==> src/rtl/jk_ctrl_pkg.sv <==
// Shared constants for the JK bank controller: opcodes, FSM states
// and the J/K pair encodings understood by each cell.
package jk_ctrl_pkg;

   localparam logic [2:0] OP_HOLD = 3'd0;
   localparam logic [2:0] OP_SET  = 3'd1;
   localparam logic [2:0] OP_CLR  = 3'd2;
   localparam logic [2:0] OP_TOG  = 3'd3;
   localparam logic [2:0] OP_LOAD = 3'd4;
   localparam logic [2:0] OP_UP   = 3'd5;
   localparam logic [2:0] OP_DOWN = 3'd6;
   localparam logic [2:0] OP_RSVD = 3'd7;

   typedef enum logic {
      IDLE = 1'b0,
      RUN  = 1'b1
   } state_t;

   // {j,k} pairs
   localparam logic [1:0] JK_HOLD = 2'b00;
   localparam logic [1:0] JK_SET  = 2'b10;
   localparam logic [1:0] JK_CLR  = 2'b01;
   localparam logic [1:0] JK_TOG  = 2'b11;

endpackage

==> src/rtl/jk_cell.sv <==
// Single JK flip-flop cell, async active-high reset to 0.
// Ports: clk, rst, j, k in; q out.
module jk_cell
   import jk_ctrl_pkg::*;
(
   input  logic clk,
   input  logic rst,
   input  logic j,
   input  logic k,
   output logic q
);

   always_ff @(posedge clk or posedge rst) begin
      if (rst) begin
         q <= 1'b0;
      end else begin
         unique case ({j, k})
            JK_SET:  q <= 1'b1;
            JK_CLR:  q <= 1'b0;
            JK_TOG:  q <= ~q;
            default: q <= q;
         endcase
      end
   end

endmodule

==> src/rtl/jk_bank_controller.sv <==
// Command sequencer driving a WIDTH-bit bank of JK cells.
// Ports: clk/rst, cmd_valid/cmd_ready/cmd_op/cmd_data/cmd_count
// handshake, abort, status busy/done/wrap, bank state q and q_b.
module jk_bank_controller
   import jk_ctrl_pkg::*;
#(
   parameter int WIDTH = 4,
   parameter int CNT_W = 8
) (
   input  logic             clk,
   input  logic             rst,
   input  logic             cmd_valid,
   output logic             cmd_ready,
   input  logic [2:0]       cmd_op,
   input  logic [WIDTH-1:0] cmd_data,
   input  logic [CNT_W-1:0] cmd_count,
   input  logic             abort,
   output logic             busy,
   output logic             done,
   output logic             wrap,
   output logic [WIDTH-1:0] q,
   output logic [WIDTH-1:0] q_b
);

   state_t           state;
   logic [CNT_W-1:0] rem;
   logic             dir_up;
   logic [WIDTH-1:0] j;
   logic [WIDTH-1:0] k;
   logic             accept;
   logic             is_count;

   // Synchronous counter: a bit toggles when all lower bits are
   // ones (up) or all zeros (down).
   function automatic logic [WIDTH-1:0] step_mask(
      input logic [WIDTH-1:0] v,
      input logic             up
   );
      logic [WIDTH-1:0] t;
      t[0] = 1'b1;
      for (int i = 1; i < WIDTH; i++) begin
         t[i] = t[i-1] & (up ? v[i-1] : ~v[i-1]);
      end
      return t;
   endfunction

   assign cmd_ready = (state == IDLE);
   assign busy      = (state == RUN);
   assign accept    = cmd_valid && cmd_ready;
   assign is_count  = (cmd_op == OP_UP) || (cmd_op == OP_DOWN);
   assign q_b       = ~q;

   always_comb begin
      j = '0;
      k = '0;
      unique case (state)
         IDLE: begin
            if (cmd_valid) begin
               case (cmd_op)
                  OP_SET: j = cmd_data;
                  OP_CLR: k = cmd_data;
                  OP_TOG: begin
                     j = cmd_data;
                     k = cmd_data;
                  end
                  OP_LOAD: begin
                     j = cmd_data;
                     k = ~cmd_data;
                  end
                  default: ;
               endcase
            end
         end
         RUN: begin
            if (!abort) begin
               j = step_mask(q, dir_up);
               k = step_mask(q, dir_up);
            end
         end
         default: ;
      endcase
   end

   for (genvar b = 0; b < WIDTH; b++) begin : g_cell
      jk_cell u_cell (
         .clk (clk),
         .rst (rst),
         .j   (j[b]),
         .k   (k[b]),
         .q   (q[b])
      );
   end

   always_ff @(posedge clk or posedge rst) begin
      if (rst) begin
         state  <= IDLE;
         rem    <= '0;
         dir_up <= 1'b0;
         done   <= 1'b0;
         wrap   <= 1'b0;
      end else begin
         unique case (state)
            IDLE: begin
               done <= 1'b0;
               wrap <= 1'b0;
               if (accept) begin
                  if (is_count && cmd_count != '0) begin
                     state  <= RUN;
                     rem    <= cmd_count;
                     dir_up <= (cmd_op == OP_UP);
                  end else begin
                     done <= 1'b1;
                  end
               end
            end
            RUN: begin
               if (abort) begin
                  state <= IDLE;
                  rem   <= '0;
                  done  <= 1'b0;
                  wrap  <= 1'b0;
               end else begin
                  rem  <= rem - CNT_W'(1);
                  wrap <= dir_up ? (&q) : ~(|q);
                  if (rem == CNT_W'(1)) begin
                     state <= IDLE;
                     done  <= 1'b1;
                  end else begin
                     done <= 1'b0;
                  end
               end
            end
            default: state <= IDLE;
         endcase
      end
   end

endmodule

==> config.mk <==
export PLATFORM = sky130hd
export DESIGN_NAME = jk_bank_controller
export DESIGN_NICKNAME = d
export VERILOG_FILES = /design/src/rtl/jk_ctrl_pkg.sv /design/src/rtl/jk_cell.sv /design/src/rtl/jk_bank_controller.sv
export SDC_FILE = /design/constraint.sdc
export NUM_CORES = 1
export LEC_CHECK = 0
export CORE_ASPECT_RATIO = 0.7
export CORE_MARGIN = 2
export CORE_UTILIZATION = 50
export DETAILED_ROUTE_END_ITERATION = 7
export PLACE_DENSITY_LB_ADDON = 0.2
export SYNTH_ARGS = -nofsm -noshare
export SYNTH_HDL_FRONTEND = slang
export SYNTH_SLANG_ARGS = --single-unit
export TNS_END_PERCENT = 50
==> constraint.sdc <==
create_clock -name clk -period 3.67 [get_ports clk]
set_input_delay 0.734 -clock clk [delete_from_list [all_inputs] [get_ports clk]]
set_output_delay 0.734 -clock clk [all_outputs]
set_load 0.1 [all_outputs]
# Word-level counts from Yosys, hierarchy flattened
# Index checks and enable logic that the tools add are counted.
[word_totals]
regBits = 16
input_bits = 19
out_inout_bits = 12
[classes]
n_addsub = 1
eq_ne = 21
n_mux = 31
bitwise_logic = 10
n_reduce_logical = 14
[ops]
columns = ["cell", "count"]
rows = [
  ["$mux 8", 3],
  ["$pmux 4 s2", 3],
  ["$eq 2x2->1 const B", 8],
  ["$mux 4", 4],
  ["$pmux 8 s2", 1],
  ["$mux 1", 13],
  ["$pmux 1 s3", 4],
  ["$reduce_bool 3->1", 4],
  ["$eq 3x3->1 const B", 3],
  ["$eq 2x1->1 const B", 4],
  ["$eq 8x1->1 const B", 1],
  ["$not 4->4", 2],
  ["$reduce_bool 8->1", 1],
  ["$sub 8x1->8 const B", 1],
  ["$eq 3x2->1 const B", 2],
  ["$not 1->1", 6],
  ["$pmux 1 s2", 3],
  ["$ne 2x1->1 const B", 2],
  ["$reduce_and 4->1", 1],
  ["$reduce_or 4->1", 1],
  ["$eq 3x1->1 const B", 1],
  ["$reduce_and 3->1", 1],
  ["$reduce_or 3->1", 1],
  ["$and 1x1->1", 2],
  ["4 further kinds", 5],
]

# Logic depth before layout (Yosys ltp)
# Gate-level depths: netlist (run 1).
[logic_depth]
word_depth = 8
mapped_depth = 6

# Cells and area by module
# From an unflattened synthesis (run 1), not the netlist that was laid out.
[unflattened]
cells_unflattened = 133
area_unflattened_um2 = 1123.6
[by_module_without_submodules]
columns = ["module", "instances", "cells_each", "area_per_inst_um2", "seq_area_each_um2"]
rows = [
  ["jk_bank_controller", 1, 117, 973.4, 300.3],
  ["jk_cell", 4, 4, 37.5, 25.0],
]

# Worst setup path after synthesis (run 1)
# No wires, ideal clock.
[synth_path]
kind = "flip-flop to output port"
start = "register state (netlist: busy)"
end = "output port cmd_ready"
arrival_time_ns = 2.179
path_slack_ns = 0.757
stages_incl_launch_ff = 4
path_buffers = 2
path_cell_list = "dfrtp_1 buf_2 inv_1 clkbuf_1"
[synth_between]
elab_chain_len = 1
[synth_lines]
columns = ["element", "line", "rtl"]
rows = [
  ["start: declaration", "jk_bank_controller.sv:25", "state_t state;"],
  ["start signal: assignment", "jk_bank_controller.sv:96", "state <= IDLE;"],
  ["start signal: assignment", "jk_bank_controller.sv:108", "state <= RUN;"],
  ["start signal: assignment", "jk_bank_controller.sv:118", "state <= IDLE;"],
  ["$not 1->1 (no source line)", "-", ""],
  ["end: declaration", "jk_bank_controller.sv:13", "output logic cmd_ready,"],
]
# Every way passes these cells.

# Worst setup path after layout (run 1)
[layout_path]
start = "register g_cell[0].u_cell.q"
end = "output port q[0]"
[layout_rtl]
columns = ["element", "line", "rtl"]
rows = [
  ["start: declaration", "jk_cell.sv:10", "output logic q"],
  ["start signal: assignment", "jk_cell.sv:20", "JK_TOG: q <= ~q;"],
  ["start signal: assignment", "jk_cell.sv:21", "default: q <= q;"],
  ["end: declaration", "jk_bank_controller.sv:21", "output logic [WIDTH-1:0] q,"],
]
# No word-level cell between the ends.

==> results of run 1 <==
logic make-up after synthesis:
logic type	synth area share [%]
adder cells (fa/ha/maj)	2.130
flip-flops	34.08
AO/OA/AOI/OAI	25.13
XOR/XNOR	4.474
multiplexers	4.686
buffers and inverters	8.732
AND/OR/NAND/NOR	20.77
stage by stage:
| step | total power, W | hold slack, ns | instance area, um^2 | utilization (%) | setup WS, ns |
|---|---|---|---|---|---|
| after global routing | 0.001270 | 0.5506 | 1483 | 67.71 | 0.8504 |
| after CTS | 0.001206 | 0.5355 | 1483 | 67.71 | 0.9293 |
| after floorplan | 0.0009639 | 0.4856 | 1175 | - | 0.7568 |
| after detailed placement | 0.001116 | 0.5242 | 1460 | 66.69 | 1.115 |
| final | 0.001205 | 0.5327 | 1483 | 67.71 | 0.9386 |
| after global placement | 0.001098 | 0.5239 | 1460 | 66.69 | 1.175 |
layout make-up:
cell class | instances | share of cell area, %
Clock buffer | 3 | 1.519
Inverter | 14 | 3.544
Multi-Input combinational cell | 87 | 45.32
Sequential cell | 16 | 27.00
Tap cell | 32 | 2.700
Timing Repair Buffer | 30 | 19.92
power groups by stage:
stage	registers (W)	logic [W]	clock network (W)
final	0.000337	0.000779	0.0000885
after global routing	0.000348	0.000820	0.000102
after CTS	0.000335	0.000780	0.0000911
after detailed placement	0.000338	0.000778	0
after global placement	0.000334	0.000763	0
after floorplan	0.000323	0.000641	0
per-layer routing:
metal	vias up	track usage (%)	part of all wire, %
met1	501	35.03	47
met5	-	0	0
met4	0	7.660	1.0
met2	45	35.37	45
li1	512	-	-
met3	4	5.848	6.3
worst min-delay path by stage:
stage	start	cells past startpoint	end	slack (ns)
2_1_floorplan	g_cell[3].u_cell.q	1	g_cell[3].u_cell.q	0.49
3_3_place_gp	g_cell[3].u_cell.q	1	g_cell[3].u_cell.q	0.52
3_5_place_dp	g_cell[3].u_cell.q	1	g_cell[3].u_cell.q	0.52
4_1_cts	g_cell[3].u_cell.q	1	g_cell[3].u_cell.q	0.54
5_1_grt	g_cell[3].u_cell.q	1	g_cell[3].u_cell.q	0.55
6_report	g_cell[3].u_cell.q	1	g_cell[3].u_cell.q	0.53
cell usage in the layout (no fill, tap or decap):
master and instances:
a211oi_1 3, a21oi_1 8, a22o_1 1, a311oi_1 1, a31oi_1 2, and3_1 1
buf_4 2, clkbuf_4 3, clkdlybuf4s50_1 28, dfrtp_1 16, ha_1 2, inv_1 14
mux2_4 1, mux2i_1 4, nand2_1 6, nand2b_1 1, nand3_1 8, nand4_1 2
nor2_1 5, nor2_2 1, nor2b_1 3, nor3_1 2, nor3_2 1, nor3b_1 2
nor4_1 1, nor4_2 1, nor4b_2 1, o211ai_1 4, o211ai_4 1, o21a_1 2
o21ai_0 2, o21bai_1 3, o22ai_1 1, o311ai_2 6, or3_1 1, or4_1 2
or4_4 2, xnor2_1 3, xor2_1 3
registers in the layout (all words and copies together), names as in the netlist:
signal / cells
g_cell.u_cell.q: 4
busy: 1
rem: 8
done: 1
wrap: 1
dir_up: 1
==> reports/qor.csv, run 1 <==
stage,metric,value,unit
status,outcome,"finished, final reports clean",
logic_synthesis,"area leader, netlist",dfrtp_1,
logic_synthesis,"EDFF count, synth",0,
logic_synthesis,Netlist cell types,39,
cells_and_area,register area,400.4,um^2
pwr,Sw Share,57.58,%
global_routing,Total GRT Usage,24.15,%
logic_synthesis,synth top area cells,"dfrtp_1, o311ai_2, inv_1",
timing,RSZ-0062 raised after global routing,no,
worst_setup_path,WP data arrival,2.00,ns
hold_path,Hold Crit Class,flop to flop,
logic_synthesis,Synth warnings,0,
timing,worst slew pin tran,0.9685,ns
global_routing,global route overflow,0,
logic_synthesis,Synth top cells by count,"dfrtp_1, inv_1, a21oi_1, nand3_1",
detailed_routing,DRT Wirelength,2958,um
worst_setup_path,CP peak stage delay,1.20,ns
worst_setup_path,crit-path max FO,9,
worst_setup_path,Reg-to-Reg End,rem[0],
logic_synthesis,sequential share of the synthesized area,34.08,%
global_routing,pin count of the biggest net entering global routing,17,
detailed_routing,"antenna viol nets, final",0,
logic_synthesis,cell with the most instances after synthesis,dfrtp_1,
place,PortBufs,30,
timing,final setup fails,0,
floorplan,CORE AREA,2190,um^2
floorplan,Cell Rows,14,
clocking,CTS sink count,16,
clocking,CTS tree,built,
cells_and_area,Fill cells,173,
clocking,clk root buf,clkbuf_4,
clocking,postcts setup bufs,0,
floorplan,Die X-Extent,61.94,um
detailed_routing,DRC Markers,0,
logic_synthesis,Syn Area/Cell,9.324,um^2
logic_synthesis,asr flop ratio synth,100.0,%
worst_setup_path,CP Cell Sequence,clkdlybuf4s50_1,
logic_synthesis,ys flop type,dfrtp_1,
detailed_routing,DR vias/cell,5.835,
cells_and_area,Area Growth Syn to Fin,26.20,%
pwr,VDD IR max,0.4704,mV
worst_setup_path,Reg2Reg Depth,4,
place,hpwl dp,2353,um
global_routing,antenna violations before repair,0,
clocking,clk_lat worst skew,0.28,ns
clocking,H-tree lvl count,1,
detailed_routing,routed vias,1062,
timing,FMAX,366.1,MHz
floorplan,starting density of the core,53.66,%
worst_setup_path,worst setup path endpoint,q[0],
timing,Period minus WS final,2.731,ns
global_routing,number of global-route vias before repair,1046,
detailed_routing,DRT iter0 DRCs,44,
worst_setup_path,"Worst Path Class, Setup",flop to primary output,
clocking,CTS resizes,0,
clocking,Post-CTS Hold Buffers,0,
clocking,Worst-path clk slew,0.08,ns
pwr,Flop pwr share,28.0,%
pwr,Pleak,0.5967,nW
pwr,P_sw,0.0006936,W
worst_setup_path,Setup crit start,g_cell[0].u_cell.q,
global_routing,first-pass GRT wire length,4767,um
pwr,Power Density,812.5,nW/um^2
timing,Hold Fails Final Rpt,0,
timing,Final period util,74.42,%
pwr,combinational power share,64.7,%
timing,Max-slew headroom,35.23,%
floorplan,I/O pin count,31,
logic_synthesis,Synth top area share,34.08,%
clocking,CTS max path bufs,2,
worst_setup_path,Levels on crit path,1,
timing,final slew viol count,0,
worst_setup_path,Required @ worst endpoint,2.94,ns
worst_setup_path,startpoint type of the worst setup path,flop,
cells_and_area,Nets,173,
worst_setup_path,Critical path buffers and inverters,1,
flow_run,max cap viols,0,
worst_setup_path,cell family with most CP delay,buffers and inverters,
timing,Final Skew,0.001478,ns
pwr,Int Power,0.0005110,W
clocking,total CTS buffers,3,
detailed_routing,Initial DRT Pass Iterations,4,
detailed_routing,routed len/inst,16.25,um
worst_setup_path,FF-to-FF Start,busy,
logic_synthesis,cells after synthesis,126,
logic_synthesis,register bit total from synthesis,16,
worst_setup_path,crit path max-delay cell type,clkdlybuf4s50_1,
place,placed cells,179,
timing,setup TNS,0,ns
cells_and_area,post-route non-filler standard cell count,182,
floorplan,Die ar.,2760,um^2
logic_synthesis,Mapped Area,1175,um^2
pwr,Clock power frac,7.3,%
cells_and_area,share of cells above drive strength 1,12.67,%
floorplan,die span in y,44.56,um
cells_and_area,antenna cells,0,
worst_setup_path,r2r setup slk,1.76,ns
cells_and_area,footprint of the multi-input gates,671.9,um^2
place,RD Place Congestion,0.9608,
logic_synthesis,synthesized net count,147,
worst_setup_path,Worst Setup End Kind,primary output,
Note: power is estimated with default switching activity, not from simulation.
==> run 2: changes to the inputs <==
- CORE_UTILIZATION: 50 -> 43
- clock period: 3.67 -> 2.4 ns (I/O delays scaled with it)
==> reports/qor.csv, run 2 (synthesized netlist as in run 1, its figures left out) <==
stage,metric,value,unit,change
status,outcome,"finished, final reports clean",,
detailed_routing,DRC Markers,0,,unchanged
worst_setup_path,Setup crit start,busy,,
pwr,Pleak,0.6435,nW,+7.8%
global_routing,pin count of the biggest net entering global routing,17,,unchanged
worst_setup_path,Required @ worst endpoint,1.92,ns,-1.02 ns
timing,setup TNS,0,ns,unchanged
place,PortBufs,30,,unchanged
timing,Hold Fails Final Rpt,0,,unchanged
floorplan,CORE AREA,2534,um^2,+16%
timing,Period minus WS final,2.038,ns,
timing,Final Skew,0.004544,ns,+0.003066 ns
detailed_routing,DR vias/cell,5.718,,-2.0%
hold_path,WHS Path Cells,1,,unchanged
worst_setup_path,Worst Setup End Kind,primary output,,
clocking,total CTS buffers,3,,unchanged
clocking,CTS tree,built,,
detailed_routing,Initial DRT Pass Iterations,4,,unchanged
floorplan,starting density of the core,46.37,%,-7.3 points
worst_setup_path,startpoint type of the worst setup path,flop,,
pwr,VDD IR max,0.9360,mV,+99%
detailed_routing,routed len/inst,15.86,um,-2.4%
clocking,clk_lat worst skew,0.25,ns,-0.03 ns
hold_path,Hold Crit Class,flop to flop,,
hold_path,min-delay src,g_cell[3].u_cell.q,,
clocking,CTS resizes,0,,unchanged
worst_setup_path,WP data arrival,1.56,ns,-0.44 ns
detailed_routing,DRT iter0 DRCs,48,,+9.1%
global_routing,first-pass GRT wire length,4712,um,-1.2%
worst_setup_path,Reg2Reg Depth,4,,unchanged
timing,final setup fails,0,,unchanged
clocking,clk root buf,clkbuf_8,,
place,hpwl dp,2366,um,+0.57%
flow_run,max cap viols,0,,unchanged
worst_setup_path,FF-to-FF Start,busy,,
clocking,CTS max path bufs,2,,unchanged
timing,RSZ-0062 raised after global routing,no,,
global_routing,antenna violations before repair,0,,unchanged
floorplan,Die ar.,3173,um^2,+15%
place,RD Place Congestion,0.8755,,-8.9%
timing,final worst slack,0.3618,ns,-0.5769 ns
detailed_routing,"antenna viol nets, final",0,,unchanged
cells_and_area,Biggest register,rem,,
detailed_routing,routed vias,1075,,+1.2%
global_routing,number of global-route vias before repair,987,,-5.6%
cells_and_area,max reg flops,8,,unchanged
cells_and_area,Nets,176,,+1.7%
worst_setup_path,crit-path max FO,12,,+3
cells_and_area,most frequent cells in the layout,"clkdlybuf4s50_1, dfrtp_1, inv_1, buf_4",,
cells_and_area,Area Growth Syn to Fin,30.03,%,
clocking,Worst-path clk slew,0.06,ns,-0.02 ns
timing,worst slew pin tran,0.6306,ns,-0.3379 ns
cells_and_area,Fill cells,228,,+32%
detailed_routing,DRT Wirelength,2982,um,+0.81%
timing,Final period util,84.93,%,
place,dpl ws,0.1552,ns,-0.9600 ns
cells_and_area,share of cells above drive strength 1,21.43,%,+8.8 points
pwr,Power Density,1269,nW/um^2,+56%
clocking,CTS sink count,16,,unchanged
cells_and_area,antenna cells,0,,unchanged
floorplan,Cell Rows,15,,+1
clocking,H-tree lvl count,1,,unchanged
worst_setup_path,"Worst Path Class, Setup",flop to primary output,,
global_routing,global route overflow,0,,unchanged
floorplan,I/O pin count,31,,unchanged
timing,final slew viol count,0,,unchanged
floorplan,die span in y,47.74,um,+7.1%
floorplan,Die X-Extent,66.48,um,+7.3%
clocking,Post-CTS Hold Buffers,0,,unchanged
clocking,postcts setup bufs,0,,unchanged
cells_and_area,"commonest non-fill, non-tap cell in the layout",clkdlybuf4s50_1,,
timing,Max-slew headroom,57.91,%,+23 points
timing,FMAX,490.6,MHz,
pwr,"Power, Total",0.001939,W,+61%
cells_and_area,Regs by FF count,"rem x8, g_cell.u_cell.q x4",,
global_routing,Total GRT Usage,20.90,%,-3.2 points
==> run 2: per-layer routing <==
layer / track usage (%) / vias up / wire length, um
met2: 32.40 / 43 / 1376
li1: - / 512 / -
met1: 28.16 / 513 / 1305
met5: 0 / - / 0
met3: 6.353 / 7 / 260
met4: 7.755 / 0 / 40
==> run 2: final timing paths <==
check,end,slack [ns]
worst max-delay path,cmd_ready,0.36
worst min-delay path,g_cell[3].u_cell.q,0.55
worst max register to register,g_cell[2].u_cell.q,0.69
worst min register to register,g_cell[3].u_cell.q,0.55
max in group asynchronous,rem[1],1.38
min in group asynchronous,rem[6],0.61
==> run 2: cell type report <==
| class | instances | area, um^2 | share of cell area (%) |
|---|---|---|---|
| Inverter | 14 | 52.55 | 3.440 |
| Sequential cell | 16 | 400.4 | 26.21 |
| Tap cell | 34 | 42.54 | 2.785 |
| Multi-Input combinational cell | 87 | 671.9 | 43.98 |
| Timing Repair Buffer | 33 | 305.3 | 19.98 |
| Clock buffer | 4 | 55.05 | 3.604 |
==> run 2: power breakdown <==
part,total (W),internal [W],switching [W]
sequential,0.000522,0.000366,0.000155
clock,0.000241,0.000146,0.0000949
combinational,0.00118,0.000341,0.000835
==> run 2: per-stage QoR <==
stage          cells  instance area, um^2  hold WS [ns]  utilization [%]
3_3_place_gp     184                 1473        0.5167            58.12
4_1_cts          188                 1528        0.5469            60.30
3_5_place_dp     184                 1473        0.5354            58.12
5_1_grt          188                 1528        0.5907            60.30
6_report         188                 1528        0.5453            60.30
2_1_floorplan    126                 1176        0.3937                -
==> run 2: critical path, cell delays in order, from the launching register on <==
cell     delay (ns)
dfrtp_1        0.68
inv_1          0.36
buf_12         0.26
